[config.mk]
export PLATFORM = sky130hd
export DESIGN_NAME = temp_display_driver
export DESIGN_NICKNAME = d
export VERILOG_FILES = /design/src/rtl/temp_display_driver.sv
export SDC_FILE = /design/constraint.sdc
export NUM_CORES = 1
export LEC_CHECK = 0
export CORE_ASPECT_RATIO = 1.1
export CORE_MARGIN = 4
export CORE_UTILIZATION = 40
export CTS_BUF_LIST = sky130_fd_sc_hd__clkbuf_8
export DETAILED_ROUTE_END_ITERATION = 8
export GPL_TIMING_DRIVEN = 0
export SLEW_MARGIN = 20
export SYNTH_ARGS = -nofsm -noshare
export SYNTH_HDL_FRONTEND = slang
export SYNTH_SLANG_ARGS = --single-unit
export TNS_END_PERCENT = 30
[constraint.sdc]
create_clock -name clk -period 4.9 [get_ports clk]
set_input_delay 0.49 -clock clk [delete_from_list [all_inputs] [get_ports clk]]
set_output_delay 0.49 -clock clk [all_outputs]
set_load 0.1 [all_outputs]
[src/rtl/temp_display_driver.sv]
// temp_display_driver
//   Converts the thermostat's binary setpoint and measured temperature to BCD
//   with a sequential shift-add-3 engine once per refresh tick. It also scans
//   the committed digits onto a 4-digit common-anode 7-segment display.
//
//   Optional feature macro: LEADING_ZERO_BLANK_EN (blank a tens digit of 0).
//
//   Ports:
//     clk          system clock
//     Reset        asynchronous active-high reset
//     CurrentTemp  measured temperature, unsigned binary (0..99 valid)
//     ChangedTemp  setpoint temperature, unsigned binary (0..99 valid)
//     an[3:0]      digit enables, active-low (0/1 = current ones/tens, 2/3 = setpoint ones/tens)
//     seg[6:0]     segments a..g, active-low
//     dp           decimal point, active-low (lit on digit 2 while setpoint != current)
//     busy         high while a conversion is in flight
module temp_display_driver #(
    parameter int unsigned REFRESH_DIV = 100000
) (
    input  logic       clk,
    input  logic       Reset,
    input  logic [7:0] CurrentTemp,
    input  logic [7:0] ChangedTemp,
    output logic [3:0] an,
    output logic [6:0] seg,
    output logic       dp,
    output logic       busy
);

    localparam int unsigned CNT_W = (REFRESH_DIV > 1) ? $clog2(REFRESH_DIV) : 1;
    localparam logic [3:0] DIG_BLANK = 4'd10;
    localparam logic [3:0] DIG_DASH  = 4'd11;

    typedef enum logic [2:0] {IDLE, CAPTURE, CONV_A, CONV_B, COMMIT} state_t;

    // Active-low segment pattern, g..a order
    function automatic logic [6:0] seg_code(input logic [3:0] d);
        logic [6:0] s;
        case (d)
            4'd0:     s = 7'b1000000;
            4'd1:     s = 7'b1111001;
            4'd2:     s = 7'b0100100;
            4'd3:     s = 7'b0110000;
            4'd4:     s = 7'b0011001;
            4'd5:     s = 7'b0010010;
            4'd6:     s = 7'b0000010;
            4'd7:     s = 7'b1111000;
            4'd8:     s = 7'b0000000;
            4'd9:     s = 7'b0010000;
            DIG_DASH: s = 7'b0111111;
            default:  s = 7'b1111111;
        endcase
        return s;
    endfunction

    // One shift-add-3 iteration: correct nibbles >= 5, then shift the next bit in.
    // Hundreds are dropped; values above 99 are dashed and never use the BCD result.
    function automatic logic [7:0] bcd_step(input logic [7:0] bcd, input logic bit_in);
        logic [7:0] adj;
        adj = bcd;
        if (adj[3:0] >= 4'd5) adj[3:0] = adj[3:0] + 4'd3;
        if (adj[7:4] >= 4'd5) adj[7:4] = adj[7:4] + 4'd3;
        return 8'({adj, bit_in});
    endfunction

    // Digit pair {tens, ones} to commit for one temperature
    function automatic logic [7:0] pair_digits(input logic [7:0] val, input logic [7:0] bcd);
        logic [3:0] tens;
        logic [3:0] ones;
        if (val > 8'd99) begin
            tens = DIG_DASH;
            ones = DIG_DASH;
        end else begin
            tens = bcd[7:4];
            ones = bcd[3:0];
`ifdef LEADING_ZERO_BLANK_EN
            if (tens == 4'd0) tens = DIG_BLANK;
`endif
        end
        return {tens, ones};
    endfunction

    state_t           state_q, state_d;
    logic [CNT_W-1:0] cnt_q, cnt_d;
    logic             tick_q, tick_d;
    logic [1:0]       scan_idx_q, scan_idx_d;
    logic [1:0]       sel_q, sel_d;
    logic             active_q, active_d;
    logic [2:0]       bit_cnt_q, bit_cnt_d;
    logic [7:0]       sh_q, sh_d;
    logic [7:0]       bcd_q, bcd_d;
    logic [7:0]       cur_snap_q, cur_snap_d;
    logic [7:0]       chg_snap_q, chg_snap_d;
    logic [7:0]       cur_bcd_q, cur_bcd_d;
    logic [15:0]      dig_q, dig_d;      // {sp tens, sp ones, cur tens, cur ones}
    logic             dp_flag_q, dp_flag_d;
    logic [3:0]       an_q, an_d;
    logic [6:0]       seg_q, seg_d;
    logic             dp_q, dp_d;
    logic             busy_q, busy_d;

    // Next-state logic for counter, scanner, conversion FSM and outputs
    always_comb begin
        state_d    = state_q;
        cnt_d      = cnt_q + CNT_W'(1);
        tick_d     = 1'b0;
        scan_idx_d = scan_idx_q;
        sel_d      = sel_q;
        active_d   = active_q;
        bit_cnt_d  = bit_cnt_q;
        sh_d       = sh_q;
        bcd_d      = bcd_q;
        cur_snap_d = cur_snap_q;
        chg_snap_d = chg_snap_q;
        cur_bcd_d  = cur_bcd_q;
        dig_d      = dig_q;
        dp_flag_d  = dp_flag_q;

        // Tick is registered, so it is high in the cycle after the wrap
        if (cnt_q == CNT_W'(REFRESH_DIV - 1)) begin
            cnt_d  = '0;
            tick_d = 1'b1;
        end

        if (tick_q) begin
            sel_d      = scan_idx_q;
            scan_idx_d = scan_idx_q + 2'd1;
            active_d   = 1'b1;
        end

        case (state_q)
            IDLE: begin
                if (tick_q) state_d = CAPTURE;
            end
            CAPTURE: begin
                cur_snap_d = CurrentTemp;
                chg_snap_d = ChangedTemp;
                sh_d       = CurrentTemp;
                bcd_d      = '0;
                bit_cnt_d  = '0;
                state_d    = CONV_A;
            end
            CONV_A: begin
                bcd_d     = bcd_step(bcd_q, sh_q[7]);
                sh_d      = {sh_q[6:0], 1'b0};
                bit_cnt_d = bit_cnt_q + 3'd1;
                if (bit_cnt_q == 3'd7) begin
                    // Park the current result and reuse the shifter for the setpoint
                    cur_bcd_d = bcd_d;
                    sh_d      = chg_snap_q;
                    bcd_d     = '0;
                    state_d   = CONV_B;
                end
            end
            CONV_B: begin
                bcd_d     = bcd_step(bcd_q, sh_q[7]);
                sh_d      = {sh_q[6:0], 1'b0};
                bit_cnt_d = bit_cnt_q + 3'd1;
                if (bit_cnt_q == 3'd7) state_d = COMMIT;
            end
            COMMIT: begin
                dig_d     = {pair_digits(chg_snap_q, bcd_q), pair_digits(cur_snap_q, cur_bcd_q)};
                dp_flag_d = (chg_snap_q != cur_snap_q);
                state_d   = IDLE;
            end
            default: state_d = IDLE;
        endcase

        busy_d = (state_d != IDLE);

        // Outputs follow next-state values so a commit is visible one cycle later
        an_d  = active_d ? ~(4'b0001 << sel_d) : 4'b1111;
        seg_d = active_d ? seg_code(dig_d[{sel_d, 2'b00} +: 4]) : 7'b1111111;
        dp_d  = !(active_d && (sel_d == 2'd2) && dp_flag_d);
    end

    // State register
    always_ff @(posedge clk or posedge Reset) begin
        if (Reset) begin
            state_q    <= IDLE;
            cnt_q      <= '0;
            tick_q     <= 1'b0;
            scan_idx_q <= '0;
            sel_q      <= '0;
            active_q   <= 1'b0;
            bit_cnt_q  <= '0;
            sh_q       <= '0;
            bcd_q      <= '0;
            cur_snap_q <= '0;
            chg_snap_q <= '0;
            cur_bcd_q  <= '0;
            dig_q      <= '0;
            dp_flag_q  <= 1'b0;
            an_q       <= 4'b1111;
            seg_q      <= 7'b1111111;
            dp_q       <= 1'b1;
            busy_q     <= 1'b0;
        end else begin
            state_q    <= state_d;
            cnt_q      <= cnt_d;
            tick_q     <= tick_d;
            scan_idx_q <= scan_idx_d;
            sel_q      <= sel_d;
            active_q   <= active_d;
            bit_cnt_q  <= bit_cnt_d;
            sh_q       <= sh_d;
            bcd_q      <= bcd_d;
            cur_snap_q <= cur_snap_d;
            chg_snap_q <= chg_snap_d;
            cur_bcd_q  <= cur_bcd_d;
            dig_q      <= dig_d;
            dp_flag_q  <= dp_flag_d;
            an_q       <= an_d;
            seg_q      <= seg_d;
            dp_q       <= dp_d;
            busy_q     <= busy_d;
        end
    end

    assign an   = an_q;
    assign seg  = seg_q;
    assign dp   = dp_q;
    assign busy = busy_q;

endmodule
==> results_dict.tcl, run 1 <==
set metrics [dict create \
    finalInstanceArea_um2 5410 \
    synth_edf_count 0 \
    grt_max_degree 60 \
    clock-sinks 99 \
    status "finished, final reports clean" \
    boundaryPins 31 \
    worstPathRequired_ns 5.20 \
    startpoint "state_q[2]$_DFF_PP0_" \
    grt_pass1_wl_um 16800 \
    chipWidth_um 112 \
    floorplan.initialDensity_pct 41.1 \
    ctsResizeCount 0 \
    dp_hpwl_um 7200 \
    slowest_stage "or4_1" \
    grt_overflow 0 \
    syn-cell-area_um2 4720 \
    finalWirelength_um 9990 \
    synthDistinctLibCells 54 \
    gp_congestion 0.840 \
    tns_ns 0 \
    synth_common_cells "87 x dfrtp_1, 46 x nor2_1, 38 x nand2_1" \
    yosys_warnings 0 \
    grt_usage_pct 15.6 \
    clk_pin_slew_worst_paths_ns 0.09 \
    syn-instance-count 441 \
    dpl_cell_area_um2 5240 \
    maxCapViolCount 0 \
    yosys.area.top_type "dfrtp_1" \
    yosysMostFrequentCell "dfrtp_1" \
    crit_family "simple AND/OR/NAND/NOR gates" \
    final_nets 514 \
    diodes 0 \
    area_delta_synth_final_pct 14.6 \
    rsz0062_at_grt "false" \
    tritoncts "done" \
    max_slew.worst_pin.slew_ns 0.972 \
    drt-pass1-iter-count 4 \
    postLayoutCoreUtil_pct 47.1 \
    dieArea_um2 13600 \
    die-height_um 122 \
    ys_seq_area_share_pct 52.8 \
    wl_per_cell_um 15.7 \
    path_buf_inv 3 \
    cts_buffers 9 \
    critPathMaxFanout 10 \
    io_buffers 30 \
    dr_total_vias 3433 \
    ys_ff_latch 99 \
    cts-htree-levels 3 \
    worstPathCellList "buf_4 > or3b_1 > buf_2 > buf_6 > nor4_1 > nor3_1 > or4_1 > ha_1 > nor4b_1 > nor3_1" \
    r2r_start "state_q[2]$_DFF_PP0_" \
    ys_async_sr_fraction_pct 100 \
    cpMostUsedCell "nor3_1" \
    max_stage_delay_ns 0.64 \
    fin_crit_sh_pct 62.8 \
    finClkSkew_ns 0.00845 \
    relSlewSlack_pct 35.0 \
    arrival_ns 3.38 \
    end_kind "flop" \
    finalSetupViolations 0 \
    p_per_area_nw_per_um2 244 \
    vdd_ir_drop_max_mv 0.124 \
    slew_viol_final 0 \
    fp-row-count 41 \
    post-cts-setup-buffer-count 0 \
    dp_slack_ns 1.88 \
    vias_per_cell 5.38 \
    synth_top_area_share_pct 46.1 \
    clkLatencyLatePin_ns 0.38 \
    antenna_found_initial 0 \
    fin_ws_ns 1.82 \
    fmax_mhz 325 \
    fin_crit_ns 3.08 \
    netlist_top_cells_area "dfrtp_1 46%, dfstp_2 6.7%, mux2_2 5.2%" \
    hold_path.class "in -> async" \
    cts_root_buffer "clkbuf_8" \
    p_leak_nw 2.43 \
    grt_pass1_vias 3410 \
    start_kind "flop" \
    cts_buffer_depth 2 \
    post-route-drc-count 0 \
    hold_buffers 0 \
    coreArea_um2 11500 \
    synth_fp_nets 472 \
    synth_ff_type "dfrtp_1" \
    hold_viol 0 \
    drt_first_iter_violations 205 \
    critPathKind "reg -> reg" \
    post_synth.cell_area_avg_um2 10.7 \
    drive_above_1_share_pct 13.3 \
    ant_nets 0 \
]
worst reg2reg max path, stage by stage, from the launching register on:
cell	delay, ns
dfrtp_1	0.34
buf_4	0.15
or3b_1	0.34
buf_2	0.17
buf_6	0.15
nor4_1	0.39
nor3_1	0.10
or4_1	0.64
ha_1	0.23
nor4b_1	0.40
nor3_1	0.10
sequential cells by signal, summed over array words and instances, names as in the netlist, 4 cells and up:
signal,flops
cur_snap_q,8
chg_snap_q,8
seg,7
cnt_q,17
dig_q,16
an,4
cur_bcd_q,8
sh_q,8
bcd_q,8
cell families (layout without fill, tap and decap cells):
logic type | Yosys count | count (layout) | share of synthesized area [%]
buffers and inverters | 37 | 84 | 3.26
adders and majority gates | 13 | 13 | 3.44
AOI/OAI and AO/OA | 83 | 83 | 12.3
xor gates and xnor gates | 26 | 26 | 4.82
muxes | 25 | 25 | 5.88
and+or+nand+nor | 158 | 158 | 17.5
DFF | 99 | 99 | 52.8
area by class of cell:
type,count,area [um^2]
Sequential cell,99,2490
Fill cell,1052,6080
Timing Repair Buffer,31,328
Clock inverter,7,43.8
Clock buffer,9,124
Tap cell,150,188
Multi-Input combinational cell,305,2080
Buffer,24,105
Inverter,13,53.8
final timing paths:
check                                      endpoint  slack [ns]  cells after the start
max in group asynchronous          seg[6]$_DFF_PP1_        3.78                      3
min                        cur_bcd_q[2]$_DFFE_PP0P_        0.48                      2
min in group clk                dig_q[10]$_DFF_PP0_        0.48                      2
max                                seg[0]$_DFF_PP1_        1.82                     10
min reg2reg                     dig_q[10]$_DFF_PP0_        0.48                      2
max reg2reg                        seg[0]$_DFF_PP1_        1.82                     10
metal layers:
layer	global-route usage, %	vias up	wire, um
met1	21.2	1705	4900
met3	3.18	17	289
met2	24.1	43	4580
met4	7.07	0	225
met5	0	-	0
li1	-	1668	-
power by group:
part | internal (mW) | total [mW] | switching, mW | leakage (nW)
clock | 0.183 | 0.468 | 0.285 | 0.0906
sequential | 0.817 | 0.817 | 0 | 1.32
combinational | 0.0165 | 0.0365 | 0.0200 | 1.03
layout by cell type (no fill, tap or decap), types with 11 or more instances in the layout:
cell type,instances
a21oi_1,25
clkbuf_1,15
clkdlybuf4s50_1,30
dfrtp_1,87
dfstp_2,12
ha_1,13
inv_1,12
mux2_2,22
nand2_1,38
nor2_1,46
nor3_1,14
nor4_1,12
o21ai_0,11
xor2_1,17
through the flow:
stage / instances / hold WS, ns / power, mW
floorplan: 441 / 0.441 / 0.847
global placement: 621 / 0.454 / 0.867
detailed placement: 622 / 0.461 / 0.871
CTS: 638 / 0.481 / 1.34
global route: 638 / 0.488 / 1.37
finish: 638 / 0.476 / 1.32
No activity file was read; power rests on OpenSTA's default activity.
==> run 2, diff against run 1 <==
==> constraint.sdc (replaced) <==
create_clock -name clk -period 3.2 [get_ports clk]
set_input_delay 0.32 -clock clk [delete_from_list [all_inputs] [get_ports clk]]
set_output_delay 0.32 -clock clk [all_outputs]
set_load 0.1 [all_outputs]
==> results_dict.tcl, run 2 (synthesis gave the netlist of run 1 again) <==
set metrics [dict create \
    cts_buffer_depth 2 \
    final_cell_mix "87 x dfrtp_1, 46 x nor2_1, 38 x nand2_1" \
    status "finished, final reports clean" \
    largestRegisters "cnt_q: 17 flops, dig_q: 16 flops" \
    power.share.clock_pct 35.3 \
    vdd_ir_drop_max_mv 0.190 \
    critPathMaxFanout 10 \
    clock-sinks 99 \
    power_mw 2.02 \
    slew_viol_final 0 \
    chipWidth_um 112 \
    final_nets 514 \
    largest_register "cnt_q" \
    regArea_um2 2490 \
    fin_ws_ns 0.243 \
    dp_slack_ns 0.176 \
    fp-row-count 41 \
    dr_total_vias 3427 \
    vias_per_cell 5.37 \
    fmax_mhz 338 \
    arrival_ns 3.26 \
    clk_pin_slew_worst_paths_ns 0.09 \
    cts-htree-levels 3 \
    dpl_cell_area_um2 5240 \
    drt_first_iter_violations 221 \
    p_leak_nw 2.44 \
    slowest_stage "or4_1" \
    cpMostUsedCell "nor3_1" \
    power_frac_comb_pct 2.8 \
    gp_congestion 0.840 \
    final_common_cell "dfrtp_1" \
    tritoncts "done" \
    worstPathRequired_ns 3.50 \
    io_buffers 30 \
    post-cts-setup-buffer-count 0 \
    grt_usage_pct 15.6 \
    start_kind "flop" \
    finalSetupViolations 0 \
    fin_crit_sh_pct 92.4 \
    area_delta_synth_final_pct 14.8 \
    hold_buffers 0 \
    relSlewSlack_pct 35.0 \
    fin_crit_ns 2.96 \
    cts_root_buffer "clkbuf_8" \
    critPathKind "reg -> reg" \
    end_kind "flop" \
    drive_above_1_share_pct 13.7 \
    cts_buffers 9 \
    floorplan.initialDensity_pct 41.1 \
    coreArea_um2 11500 \
    path_buf_inv 4 \
    grt_pass1_vias 3410 \
    hold_viol 0 \
    rsz0062_at_grt "false" \
    max_slew.worst_pin.slew_ns 0.972 \
    hold_path.class "in -> async" \
    wl_per_cell_um 15.7 \
    p_sw_mw 0.465 \
    finalInstanceArea_um2 5420 \
    ant_nets 0 \
    power_switching_share_pct 23.0 \
    crit_family "simple AND/OR/NAND/NOR gates" \
    drt-pass1-iter-count 4 \
    dp_hpwl_um 7200 \
    clkLatencyLatePin_ns 0.38 \
    boundaryPins 31 \
    diodes 0 \
    ctsResizeCount 0 \
    finClkSkew_ns 0.00948 \
    largest_register_ffs 17 \
    dieArea_um2 13600 \
    max_stage_delay_ns 0.62 \
    fill_cells 1050 \
    grt_max_degree 60 \
    worstPathCellList "buf_4 > or3b_1 > buf_2 > buf_6 > nor4_1 > nor3_1 > or4_1 > inv_1 > ha_1 > nand2_1 > nor3_1 > nor3_1" \
    finalWirelength_um 9990 \
    postLayoutCoreUtil_pct 47.2 \
    grt_pass1_wl_um 16800 \
    grt_overflow 0 \
    antenna_found_initial 0 \
    seqPwrFrac_pct 61.9 \
    p_per_area_nw_per_um2 373 \
    maxCapViolCount 0 \
    p_int_mw 1.56 \
    multi_input_area_um2 2090 \
    die-height_um 122 \
    tns_ns 0 \
    post-route-drc-count 0 \
]
==> run 2: changes by cell type in the layout (fill, tap and decap cells not counted) <==
cell,previous run,this run
nor4_1,12,11
nor4_2,2,3
nor4b_1,1,0
nor4b_2,0,1
==> run 2: stage by stage <==
step	hold WS, ns	std cells
final	0.307	638
after global routing	0.318	638
after CTS	0.311	638
after detailed placement	0.461	622
after global placement	0.454	621
after floorplan	0.441	441
==> run 2: metal layers <==
layer | track usage [%] | vias to the layer above | routed length (um)
met5 | 0 | - | 0
met4 | 7.07 | 0 | 189
met3 | 3.18 | 15 | 295
met2 | 24.1 | 46 | 4610
met1 | 21.2 | 1700 | 4900
li1 | - | 1666 | -
==> run 2: worst paths after layout <==
path	end	slack, ns	startpoint	cells after the start
worst max-delay path	seg[3]$_DFF_PP1_	0.24	state_q[2]$_DFF_PP0_	12
worst min-delay path	cur_bcd_q[2]$_DFFE_PP0P_	0.31	Reset	2
worst max register to register	seg[3]$_DFF_PP1_	0.24	state_q[2]$_DFF_PP0_	12
worst min register to register	dig_q[10]$_DFF_PP0_	0.48	dig_q[10]$_DFF_PP0_	2
max in group asynchronous	seg[3]$_DFF_PP1_	2.24	Reset	3
min in group clk	dig_q[10]$_DFF_PP0_	0.48	dig_q[10]$_DFF_PP0_	2
==> run 2: cell type report <==
type,count,share of cell area [%]
Sequential cell,99,46.0
Clock buffer,9,2.28
Buffer,24,1.94
Inverter,13,0.992
Tap cell,150,3.46
Multi-Input combinational cell,305,38.5
Timing Repair Buffer,31,6.05
Clock inverter,7,0.808
==> run 2: power by group through the flow <==
stage          clock network, mW  logic [mW]  registers, mW
3_5_place_dp                   0      0.0581           1.27
2_1_floorplan                  0      0.0222           1.28
6_report                   0.714      0.0560           1.25
3_3_place_gp                   0      0.0527           1.28
5_1_grt                    0.789      0.0632           1.25
4_1_cts                    0.743      0.0583           1.25
